## src/rtl/cnn_pkg.sv

```systemverilog
// Shared types and helpers for the CNN datapath stages.
// sat_to_bits is only referenced when KERNEL_ACC_SATURATE_EN is defined.
package cnn_pkg;
  typedef enum logic [1:0] {IDLE, ACCUM, OUT} kacc_state_t;
  typedef logic signed [3:0] weight_t;

  function automatic int acc_width(input int bit_size, input int n);
    return bit_size + 4 + $clog2(n);
  endfunction

  // Clamp a sign-extended accumulator into the signed range of `bits` bits.
  function automatic logic signed [63:0] sat_to_bits(input logic signed [63:0] v, input int bits);
    logic signed [63:0] hi, lo;
    hi = (64'sd1 <<< (bits - 1)) - 64'sd1;
    lo = -hi - 64'sd1;
    if (v > hi)      return hi;
    else if (v < lo) return lo;
    else             return v;
  endfunction
endpackage

```

## src/rtl/kernel_accumulator_if.sv

```systemverilog
// Activation-in / window-sum-out handshake bundle for kernel_accumulator.
interface kernel_accumulator_if #(parameter int BitSize = 32);
  logic                      i_valid;
  logic signed [BitSize-1:0] i_data;
  logic                      o_ready;
  logic                      o_valid;
  logic signed [BitSize-1:0] o_data;
  logic                      i_ready;

  modport master (output i_valid, i_data, i_ready, input o_ready, o_valid, o_data);
  modport slave  (input i_valid, i_data, i_ready, output o_ready, o_valid, o_data);
endinterface

```

## src/rtl/kernel_weight_bank.sv

```systemverilog
// Per-tap 4-bit signed kernel weight storage, loaded in bulk, read by tap index.
module kernel_weight_bank
  import cnn_pkg::*;
#(
  parameter int N    = 9,
  parameter int TapW = (N > 1) ? $clog2(N) : 1
)(
  input  logic            clk,
  input  logic            res_n,
  input  logic            load,
  input  logic [4*N-1:0]  weights,
  input  logic [TapW-1:0] tap,
  output weight_t         weight
);
  weight_t bank [N];

  for (genvar k = 0; k < N; k++) begin : g_tap
    always_ff @(posedge clk or negedge res_n)
      if (!res_n)    bank[k] <= '0;
      else if (load) bank[k] <= weights[4*k +: 4];
  end

  assign weight = bank[tap];
endmodule

```

## src/rtl/kernel_accumulator.sv

```systemverilog
// Sequential MAC over one KernelDim x KernelDim window; one sum per window on o_valid/i_ready.
// Define KERNEL_ACC_SATURATE_EN to saturate o_data instead of truncating it.
module kernel_accumulator
  import cnn_pkg::*;
#(
  parameter int BitSize       = 32,
  parameter int FixedPointPos = 0,
  parameter int KernelDim     = 3
)(
  input  logic                                 clk,
  input  logic                                 res_n,
  input  logic                                 i_weight_load,
  input  logic [4*KernelDim*KernelDim-1:0]     i_weights,
  kernel_accumulator_if.slave                  s
);
  localparam int N     = KernelDim * KernelDim;
  localparam int TapW  = (N > 1) ? $clog2(N) : 1;
  localparam int ProdW = BitSize + 4;
  localparam int AccW  = acc_width(BitSize, N);

  kacc_state_t               state, nxt;
  logic [TapW-1:0]           tap;
  logic signed [AccW-1:0]    acc, acc_nxt, prod_ext;
  logic signed [ProdW-1:0]   din_x, w_x, prod;
  logic [BitSize-1:0]        o_data_q, out_val;
  weight_t                   weight;
  logic                      accept, last;

  kernel_weight_bank #(.N(N), .TapW(TapW)) u_bank (
    .clk     (clk),
    .res_n   (res_n),
    .load    (i_weight_load && state == IDLE),
    .weights (i_weights),
    .tap     (tap),
    .weight  (weight)
  );

  assign s.o_ready = (state != OUT);
  assign s.o_valid = (state == OUT);
  assign s.o_data  = o_data_q;
  assign accept    = s.i_valid && s.o_ready;
  assign last      = (tap == TapW'(N - 1));

  // Operands widened first so the product is exact before the fixed-point shift.
  assign din_x    = ProdW'(s.i_data);
  assign w_x      = ProdW'(weight);
  assign prod     = (din_x * w_x) >>> FixedPointPos;
  assign prod_ext = AccW'(prod);
  assign acc_nxt  = (tap == '0) ? prod_ext : acc + prod_ext;

`ifdef KERNEL_ACC_SATURATE_EN
  assign out_val = BitSize'(sat_to_bits(64'(acc_nxt), BitSize));
`else
  assign out_val = acc_nxt[BitSize-1:0];
`endif

  always_ff @(posedge clk or negedge res_n)
    if (!res_n) state <= IDLE;
    else        state <= nxt;

  always_comb begin
    nxt = state;
    case (state)
      IDLE:    if (accept) nxt = last ? OUT : ACCUM;
      ACCUM:   if (accept && last) nxt = OUT;
      OUT:     if (s.i_ready) nxt = IDLE;
      default: nxt = IDLE;
    endcase
  end

  // o_data is latched on the closing tap so it stays put through OUT and the next window.
  always_ff @(posedge clk or negedge res_n)
    if (!res_n) begin
      tap      <= '0;
      acc      <= '0;
      o_data_q <= '0;
    end else if (accept) begin
      tap <= last ? '0 : tap + 1'b1;
      acc <= acc_nxt;
      if (last) o_data_q <= out_val;
    end
endmodule

```

## src/flat_wrapper.sv

```systemverilog
// flat-port wrapper written by rule: the top's interface ports become plain ports
module kernel_accumulator_flat import cnn_pkg::*;
#(
  parameter int BitSize       = 32,
  parameter int FixedPointPos = 0,
  parameter int KernelDim     = 3
)
  (clk, res_n, i_weight_load, i_weights, s_i_valid, s_i_data, s_i_ready, s_o_ready, s_o_valid, s_o_data);
  kernel_accumulator_if #(.BitSize(BitSize)) s_i ();
  input  logic clk;
  input  logic res_n;
  input  logic i_weight_load;
  input  logic [4*KernelDim*KernelDim-1:0] i_weights;
  input wire logic [$bits(s_i.i_valid)-1:0] s_i_valid;
  input wire logic [$bits(s_i.i_data)-1:0] s_i_data;
  input wire logic [$bits(s_i.i_ready)-1:0] s_i_ready;
  output wire logic [$bits(s_i.o_ready)-1:0] s_o_ready;
  output wire logic [$bits(s_i.o_valid)-1:0] s_o_valid;
  output wire logic [$bits(s_i.o_data)-1:0] s_o_data;
  assign s_i.i_valid = s_i_valid;
  assign s_i.i_data = s_i_data;
  assign s_i.i_ready = s_i_ready;
  assign s_o_ready = s_i.o_ready;
  assign s_o_valid = s_i.o_valid;
  assign s_o_data = s_i.o_data;
  kernel_accumulator #(.BitSize(BitSize), .FixedPointPos(FixedPointPos), .KernelDim(KernelDim)) u_core (.clk(clk), .res_n(res_n), .i_weight_load(i_weight_load), .i_weights(i_weights), .s(s_i));
endmodule
```

## config.mk

```make
export PLATFORM = sky130hd
export DESIGN_NAME = kernel_accumulator_flat
export DESIGN_NICKNAME = d
export VERILOG_FILES = /design/src/rtl/cnn_pkg.sv /design/src/rtl/kernel_accumulator_if.sv /design/src/rtl/kernel_weight_bank.sv /design/src/rtl/kernel_accumulator.sv /design/src/flat_wrapper.sv
export SDC_FILE = /design/constraint.sdc
export NUM_CORES = 1
export LEC_CHECK = 0
export ABC_AREA = 1
export CORE_UTILIZATION = 50
export CTS_CLUSTER_SIZE = 12
export DETAILED_ROUTE_END_ITERATION = 16
export GPL_TIMING_DRIVEN = 1
export HOLD_SLACK_MARGIN = 0.08
export PLACE_DENSITY = 0.71
export SYNTH_ARGS = -nofsm -noshare
export SYNTH_HDL_FRONTEND = slang
export SYNTH_HIERARCHICAL = 1
export SYNTH_SLANG_ARGS = --single-unit
```

## constraint.sdc

```tcl
create_clock -name clk -period 7.4 [get_ports clk]
set_clock_uncertainty 0.05 [all_clocks]
set_input_delay 0.74 -clock clk [delete_from_list [all_inputs] [get_ports clk]]
set_output_delay 0.74 -clock clk [all_outputs]
set_load 0.01 [all_outputs]
```

### After elaboration in Yosys (flattened, before gate mapping)

Index checks and enable logic that the tools add are counted.

| cells by class | value |
|---|---|
| $add $sub $neg | 2 |
| $mul | 1 |
| order comparisons | 1 |
| reduce and logical (&&, ||, !) cells | 7 |
| eq/ne operators | 7 |
| bitwise gates (word level) | 1 |
| mux-type cells | 10 |

Operators by type and width:

| cell | count |
|---|---|
| adder 40 x 36 -> 40 bit | 1 |
| 2-to-1 mux 40 bit | 1 |
| multiplier 32 x 4 -> 36 bit | 1 |
| binary-select mux 4 bit (select 4 bit) | 1 |
| 2-to-1 mux 4 bit | 3 |
| 2-to-1 mux 2 bit | 4 |
| case mux 2 bit (3 select lines) | 1 |
| >= comparator 5 bit (second input constant) | 1 |
| NOT 4 -> 5 bit | 1 |
| adder 4 x 1 -> 4 bit (second input constant) | 1 |
| == test 4 bit (second input constant) | 1 |
| logical NOT 4 bit | 1 |
| inequality test 2 x 1 -> 1 bit (second input constant) | 2 |
| inequality test 2 bit (second input constant) | 2 |
| logical AND 1 bit | 3 |
| AND reduction 3 bit | 1 |
| == test 2 x 1 -> 1 bit (second input constant) | 1 |
| == test 2 bit (second input constant) | 1 |
| logical NOT 2 bit | 1 |
| AND reduction 2 bit | 1 |

| word-level totals | value |
|---|---|
| logic and storage cells | 42 |
| input port bits | 73 |
| output and inout bits | 34 |
| register bits after elaboration | 114 |

### Longest topological paths before layout

Gate-level depths: netlist (run 1).

| logic depth | value |
|---|---|
| depth in word-level cells | 7 |
| depth in mapped cells | 43 |
| depth with buffers taken out | 40 |

### By module

The synthesis (run 1) kept the hierarchy.

By module, submodules not included:

| module | times used | area each (um^2) | seq. area each (um^2) | cells each |
|---|---|---|---|---|
| kernel_accumulator | 1 | 9530.4 | 1751.7 | 1463 |
| kernel_weight_bank | 1 | 1751.7 | 900.9 | 220 |

### Worst setup path after synthesis (run 1)

No wires, ideal clock.

| timing path | value |
|---|---|
| kind | register to register |
| start | reg u_core.tap[0] |
| end | reg u_core.o_data_q[31], in the netlist u_core/s.o_data[31] |
| cell stages (with the launch flop) | 42 |
| required time | 7.233 ns |
| path slack | 1.373 ns |
| path buffers | 4 |
| clock period less this slack | 6.027 ns |
| arrival | 5.860 ns |
| setup time | 0.117 ns |
| cell sequence | dfrtp_1 buf_6 inv_4 buf_6 nand2_1 nand3_1 nand3_1 nand3_1 nand2_1 clkbuf_1 clkbuf_1 nand2_1 fa_1 fa_1 inv_1 fa_1 ha_1 inv_1 [6 not listed] inv_1 o21ai_1 xor2_1 ha_1 nand2_1 inv_1 nand2_1 nand2_1 nand2_1 nand2_1 a21oi_1 nand2_1 nand2_1 nand3_1 nand2_1 nand2_1 nand2_1 nand2_1 |

| between the ends | value |
|---|---|
| word-level cells in the longest chain between the ends | 7 |
| elaborated cells on any way between the ends | 10 |
| those cells by class | 1 x add/sub; 1 x mul; 1 x eq/ne; 4 x mux; 1 x bitwise; 2 x reduce/logical |

Ends and longest elaborated chain:

| item | line | source |
|---|---|---|
| from (decl) | kernel_accumulator.sv:22 | `logic [TapW-1:0] tap;` |
| from (signal assigned) | kernel_accumulator.sv:78 | `tap <= last ? '0 : tap + 1'b1;` |
| NOT 4 -> 5 bit (not written as such) * | kernel_weight_bank.sv:23 | `assign weight = bank[tap];` |
| binary-select mux 4 bit (select 4 bit) * | kernel_weight_bank.sv:23 |  |
| 2-to-1 mux 4 bit (not written as such) * (2 in series) | kernel_weight_bank.sv:23 |  |
| named net u_core.weight[2] | kernel_accumulator.sv:26 | `weight_t weight;` |
| multiplier 32 x 4 -> 36 bit * | kernel_accumulator.sv:47 | `assign prod = (din_x * w_x) >>> FixedPointPos;` |
| adder 40 x 36 -> 40 bit | kernel_accumulator.sv:49 | `assign acc_nxt = (tap == '0) ? prod_ext : acc + prod_ext;` |
| 2-to-1 mux 40 bit * | kernel_accumulator.sv:49 |  |
| to (signal assigned) | kernel_accumulator.sv:80 | `if (last) o_data_q <= out_val;` |
| to (decl) | kernel_accumulator.sv:25 | `logic [BitSize-1:0] o_data_q, out_val;` |

Mark *: on every way through the listed nets, which the timed path passes. The rest lies on a longest branch. The select of a mux whose other input is x is not followed.
A chain may end at the register's enable or synchronous reset.

### Worst setup path in the final report (run 1)

| timing path | value |
|---|---|
| start | reg u_core.tap[0] |
| end | reg u_core.o_data_q[26], in the netlist u_core/s.o_data[26] |

Same word-level chain as after synthesis.

==> results.md, run 1 <==
* Top cell by count, worst path: nand2_1
* FILL cells at 2137
* Clk buf depth at 2
* # hold bufs at CTS at 0
* DR vias/cell at 5.25
* Final Hold Vio Count at 0
* Clock latency on the worst-skew pair at 360 ps
* TritonCTS Buffers at 9
* Final Cycle Share at 90.8%
* Synth Register Bits at 106
* Routed Antenna Nets at 0
* Final wirelength at 32600 µm
* Worst hold path type: in -> async
* Startpoint types: register
* Wirelength per Cell at 15.9 µm
* First-pass DRT Iterations at 11
* Setup_tns at 0 ps
* WS Path Type: reg -> reg
* Reg2Reg Depth at 34
* CTS clock-pin slew for the worst setup and hold paths at 80 ps
* Most common cell after layout, fill and taps aside: nand2_1
* CTS Root Cell: clkbuf_16
* CP required at 7590 ps
* Period minus WS final at 6720 ps
* CTS H-tree lvls at 3
* Final setup fails at 0
* Status: complete, but fails checks
* Delay of the slowest critical-path stage at 550 ps
* FF-to-FF Start: u_core/tap[0]
* Max-slew violations at 0
* Compound-cell area share of the yosys netlist at 8.92%
* Synthesized Nets at 1910
* Gr ovfl total at 0
* Crit path buf inv count at 5
* Row count at 54
* CTS resizes at 0
* Detailed placer's ending HPWL at 26200 µm
* Slew headroom at 41.8%
* Pin count of the biggest net entering global routing at 69
* Most frequent cells in the layout: nand2_1, inv_1, nand3_1
* Max frequency at 149 MHz
* Post-Synth Adder-Cell Area at 21.0%
* Share of cells above drive strength 1 at 3.78%
* Number of synthesized flops with an enable pin at 0
* Global Route Usage Sum at 29.4%
* Worst-Margin Slew at 873 ps
* Starting density of the core at 51.4%
* Vias in the first global route at 10551
* Mapped Avg Cell Area at 6.70 µm²
* Largest family of logic cells by synthesized area: simple AND/OR/NAND/NOR gates
* Setup crit end kind: register
* RR Endpoint: u_core/s.o_data[26]
* Post-CTS Setup Bufs at 0
* Ys flop type: dfrtp_1
* Register area at 0.00265 mm²
* Sequential-to-total area share from yosys stat at 23.5%
* Crit-path slowest cell: fa_1
* CP arrival at 6910 ps
* XOR/XNOR Fraction of Synth Area at 1.99%
* Global-route wire length before repair at 54200 µm
* Port Buffer Count at 106
* Synthesized cell area at 0.0113 mm²
* Top Ports at 107
* R2R Setup Slk at 680 ps
* Die area at 0.0232 mm²
* Post-synthesis simple-gate area fraction at 33.7%
* Core box area at 0.0220 mm²
* # DRC at 8
* FFs w/ async S/R, synth at 100%
* Synth area leader: dfrtp_1
* Antenna fix cells at 0
* Synth-to-layout area growth at 14.2%
* Warnings, synthesis at 6
* Post-synthesis mux area share at 0.399%
* Area occupied by multi-input gates at 0.00747 mm²
* Worst-path fanout max at 15
* Die width at 152 µm
* Nets at 1995
* Syn Inst Count at 1683
* Crit path max-delay family: adder cells
* Total of max-cap violations at 0
* RSZ-0062 raised after global routing: no
* Failing checks: design-rule violations
* Netlist cell types at 47
* Final GP Congestion at 0.939
* Iteration-0 DRC Markers at 749
* CTS tree: built
* Routed via count at 10764
* Synth area leaders: dfrtp_1, nand2_1, ha_1, fa_1, inv_1
* Die height at 152 µm
* Clk sink count at 106
* Initial antenna violation count at 0
* Area fraction of the dominant cell type after synthesis at 23.5%
==> flip-flops by register name, summed over array words and instances, names as in the netlist <==
signal and count:
u_core/state 2, u_core/s.o_data 32, u_core/u_bank/bank 36, u_core/acc 32, u_core/tap 4
==> layer usage <==
metal  track usage [%]  part of all wire (%)
met1              41.1                    48
met2              48.4                    45
met3              2.67                   4.2
met4              9.04                   2.5
met5                 0                     0
==> through the flow <==
stage / hold slack (ps) / setup slack [ps] / utilization [%] / instance area [µm²] / cells
global placement: 411 / 840 / 57.2 / 12600 / 2036
global route: 331 / 214 / 58.7 / 12900 / 2052
floorplan: 394 / 1370 / - / 11300 / 1683
CTS: 302 / 740 / 58.6 / 12900 / 2051
detailed placement: 415 / 764 / 57.2 / 12600 / 2036
finish: 281 / 683 / 58.7 / 12900 / 2052
==> synth_stat cells, types with 4 or more instances <==
master    instances
o21ai_0          54
nand3b_1          7
and2_1           11
a31oi_1           7
nor2_1          108
nand4_1          14
a21o_1            7
ha_1             95
nand3_1         122
o21bai_1         11
a21oi_1          68
o21ai_1          31
clkbuf_1         24
nor3_1           10
nand2_1         607
dfrtp_1         106
xor2_1           12
nand2_2          10
mux2_1            4
buf_6             5
or2_2            11
xnor2_1           8
inv_1           249
fa_1             59
buf_2            10
==> logic make-up (layout without fill, tap and decap cells) <==
group                      count (synthesis)  in the layout
and+or+nand+nor                          914            914
AOI/OAI and AO/OA                        185            185
adders and majority gates                154            154
buffers and inverters                    297            386
xor gates and xnor gates                  23             23
muxes                                      4              4
DFF                                      106            106
==> worst reg2reg max path, delay by kind of cell (launching register included) <==
family          cells  cell delay [ps]
buf+inv             5              550
xor+xnor            1              230
fa+ha+maj           6             2490
compound gates      3              790
simple gates       19             1990
flops               1              500
==> how the worst max path moves through the flow <==
stage / start / slack (ps) / depth (start not counted) / end
2_1_floorplan: u_core/tap[0] / 1370 / 41 / u_core/s.o_data[31]
3_3_place_gp: u_core/tap[0] / 840 / 34 / u_core/s.o_data[26]
3_5_place_dp: u_core/tap[0] / 760 / 34 / u_core/s.o_data[26]
4_1_cts: u_core/tap[0] / 740 / 34 / u_core/s.o_data[26]
5_1_grt: u_core/tap[0] / 210 / 35 / u_core/s.o_data[28]
6_report: u_core/tap[0] / 680 / 34 / u_core/s.o_data[26]
==> area by class of cell <==
| class | count | area share [%] |
|---|---|---|
| clock inverter | 6 | 0.592 |
| multi-input combinational | 1280 | 57.9 |
| inverter | 254 | 7.42 |
| sequential | 106 | 20.6 |
| clock buffer | 9 | 1.75 |
| tap | 280 | 2.72 |
| timing repair buffer | 117 | 9.01 |
Power of run 1 is not shown: default switching activity piles up to over one toggle a cycle in this logic, so the estimate is an artifact.
==> run 2: changes to the inputs <==
--- a/config.mk
+++ b/config.mk
@@ -9,9 +9,10 @@
 export CORE_UTILIZATION = 50
 export CTS_CLUSTER_SIZE = 12
 export DETAILED_ROUTE_END_ITERATION = 16
+export DONT_BUFFER_PORTS = 1
 export GPL_TIMING_DRIVEN = 1
 export HOLD_SLACK_MARGIN = 0.08
-export PLACE_DENSITY = 0.71
+export PLACE_DENSITY_LB_ADDON = 0.1
 export SYNTH_ARGS = -nofsm -noshare
 export SYNTH_HDL_FRONTEND = slang
 export SYNTH_HIERARCHICAL = 1
==> run 2 against run 1 <==
The flow still finishes with violations (design-rule violations). Via count down 4.4%. Core utilization fell by 4.7 points. First-iteration DRC count shrank 8.0%. Die area is the same. Fmax about the same.
==> results.md, run 2 (same netlist as run 1, synthesis figures left out) <==
* Status: complete, but fails checks
* Failing checks: design-rule violations
* CP arrival at 6920 ps (about the same)
* Clk sink count at 106 (unchanged)
* Startpoint types: register
* Routed Antenna Nets at 0 (unchanged)
* Gr ovfl total at 0 (unchanged)
* Max reg flops at 36 (unchanged)
* Total of max-cap violations at 0 (unchanged)
* FF-to-FF Start: u_core/tap[0]
* Synth-to-layout area growth at 5.10%
* Worst-Margin Slew at 853 ps (-19.4 ps)
* Most frequent cells in the layout: nand2_1, inv_1, nand3_1
* WS Path Type: reg -> reg
* Share of cells above drive strength 1 at 4.02% (+0.24 points)
* First-pass DRT Iterations at 11 (unchanged)
* Clk buf depth at 2 (unchanged)
* Post-route setup slack at 688 ps (+5.05 ps)
* Worst hold path type: in -> async
* Final GP Congestion at 0.960 (+2.2%)
* Row count at 54 (unchanged)
* Port Buffer Count at 0 (-100%)
* RSZ-0062 raised after global routing: no
* CTS H-tree lvls at 3 (unchanged)
* Vias in the first global route at 10316 (-2.2%)
* Slew headroom at 43.1% (+1.2 points)
* Global Route Usage Sum at 27.9% (-1.5 points)
* CTS Root Cell: clkbuf_16
* Core box area at 0.0220 mm² (unchanged)
* Initial antenna violation count at 0 (unchanged)
* Post-CTS Setup Bufs at 0 (unchanged)
* Final setup fails at 0 (unchanged)
* Final Cycle Share at 90.7% (about the same)
* Top cell by count, worst path: nand2_1
* Iteration-0 DRC Markers at 689 (-8.0%)
* Register area at 0.00265 mm² (about the same)
* DR vias/cell at 5.29 (+0.79%)
* Max frequency at 149 MHz (about the same)
* DP Area at 0.0115 mm² (-8.5%)
* Critical Path Source: u_core/tap[0]
* Period minus WS final at 6710 ps (-5.05 ps)
* Routed via count at 10289 (-4.4%)
* CTS clock-pin slew for the worst setup and hold paths at 90 ps (about the same)
* CTS tree: built
* TritonCTS Buffers at 9 (unchanged)
* Starting density of the core at 51.4% (unchanged)
* Pre-CTS setup slack at 422 ps (-342 ps)
* Crit-path slowest cell: dfrtp_2
* Worst-path fanout max at 21 (+6)
* Worst hold slack at 259 ps (-22.2 ps)
* Final Hold Vio Count at 0 (unchanged)
* Delay of the slowest critical-path stage at 620 ps (+70 ps)
* Area occupied by multi-input gates at 0.00747 mm² (unchanged)
* Detailed placer's ending HPWL at 24900 µm (-5.2%)
* FILL cells at 2242 (+4.9%)
* Nets at 1888 (-5.4%)
* Most common cell after layout, fill and taps aside: nand2_1
* Top Ports at 107 (unchanged)
* Pin count of the biggest net entering global routing at 107 (+55%)
* Die height at 152 µm (unchanged)
* CP required at 7610 ps (+20 ps)
* Final wirelength at 30900 µm (-5.2%)
* Antenna fix cells at 0 (unchanged)
* # DRC at 9 (+1)
* Max-slew violations at 0 (unchanged)
* Die area at 0.0232 mm² (unchanged)
* Setup_tns at 0 ps (unchanged)
* Global-route wire length before repair at 51700 µm (-4.7%)
* Die width at 152 µm (unchanged)
* Wirelength per Cell at 15.9 µm (about the same)
* Setup crit end kind: register
* Final instance area at 0.0119 mm² (-8.0%)
* Most flops, register: u_core/u_bank/bank
* Clock latency on the worst-skew pair at 370 ps (about the same)
## run 2: changes by cell type in the layout (fill, tap and decap cells not counted)
cell,change
clkinv_4,-4
inv_8,-1
clkinvlp_4,+1
clkdlybuf4s50_1,-105
clkinv_8,+1
inv_6,+3
buf_4,-2
dfrtp_2,+1
bufinv_16,+1
dfrtp_1,-1
## run 2: metrics by stage
stage	util, %	instances
2_1_floorplan	-	1683
3_3_place_gp	52.3	1929
3_5_place_dp	52.3	1929
4_1_cts	54.0	1946
5_1_grt	54.0	1946
6_report	54.0	1946
## run 2: cell type report
| type | count | area share (%) |
|---|---|---|
| clock buffers | 9 | 1.90 |
| clock inverters | 7 | 0.929 |
| inverters | 254 | 8.06 |
| multi-input cells | 1280 | 63.0 |
| flip-flops and latches | 106 | 22.4 |
| well taps | 280 | 2.95 |
| repair buffers | 10 | 0.802 |
## run 2: worst max-delay path, delay by kind of cell (launching register included)
kind	cells	cell delay, ps
AO/OA/AOI/OAI	2	480
XOR/XNOR	1	270
adder cells (fa/ha/maj)	6	2480
buffers and inverters	6	520
flip-flops	1	620
AND/OR/NAND/NOR	19	2180
## run 2: final timing paths
check,depth (start not counted),end,slack (ps)
worst max-delay path,34,u_core/s.o_data[29],690
worst min-delay path,1,u_core/s.o_data[8],260
worst max register to register,34,u_core/s.o_data[29],690
worst min register to register,2,u_core/acc[0],440
max in group asynchronous,1,u_core/tap[0],6620
min in group clk,2,u_core/acc[0],440
## run 2: metal layers
layer,global-route usage [%],vias to the layer above,part of all wire [%]
met4,6.32,0,1.5
met3,3.81,24,4.6
met1,38.4,4811,48
li1,-,5214,-
met5,0,-,0
met2,46.6,240,46
## run 2: what timing repair did
| action | in CTS | in global routing |
|---|---|---|
| endpoints found under the setup margin | 0 | 13 |
| resized for setup | 0 | 1 |
| hold buffers | 1 | 0 |
| hold endpoints to repair | 106 | 0 |
Power of run 2 is left out for the same reason.
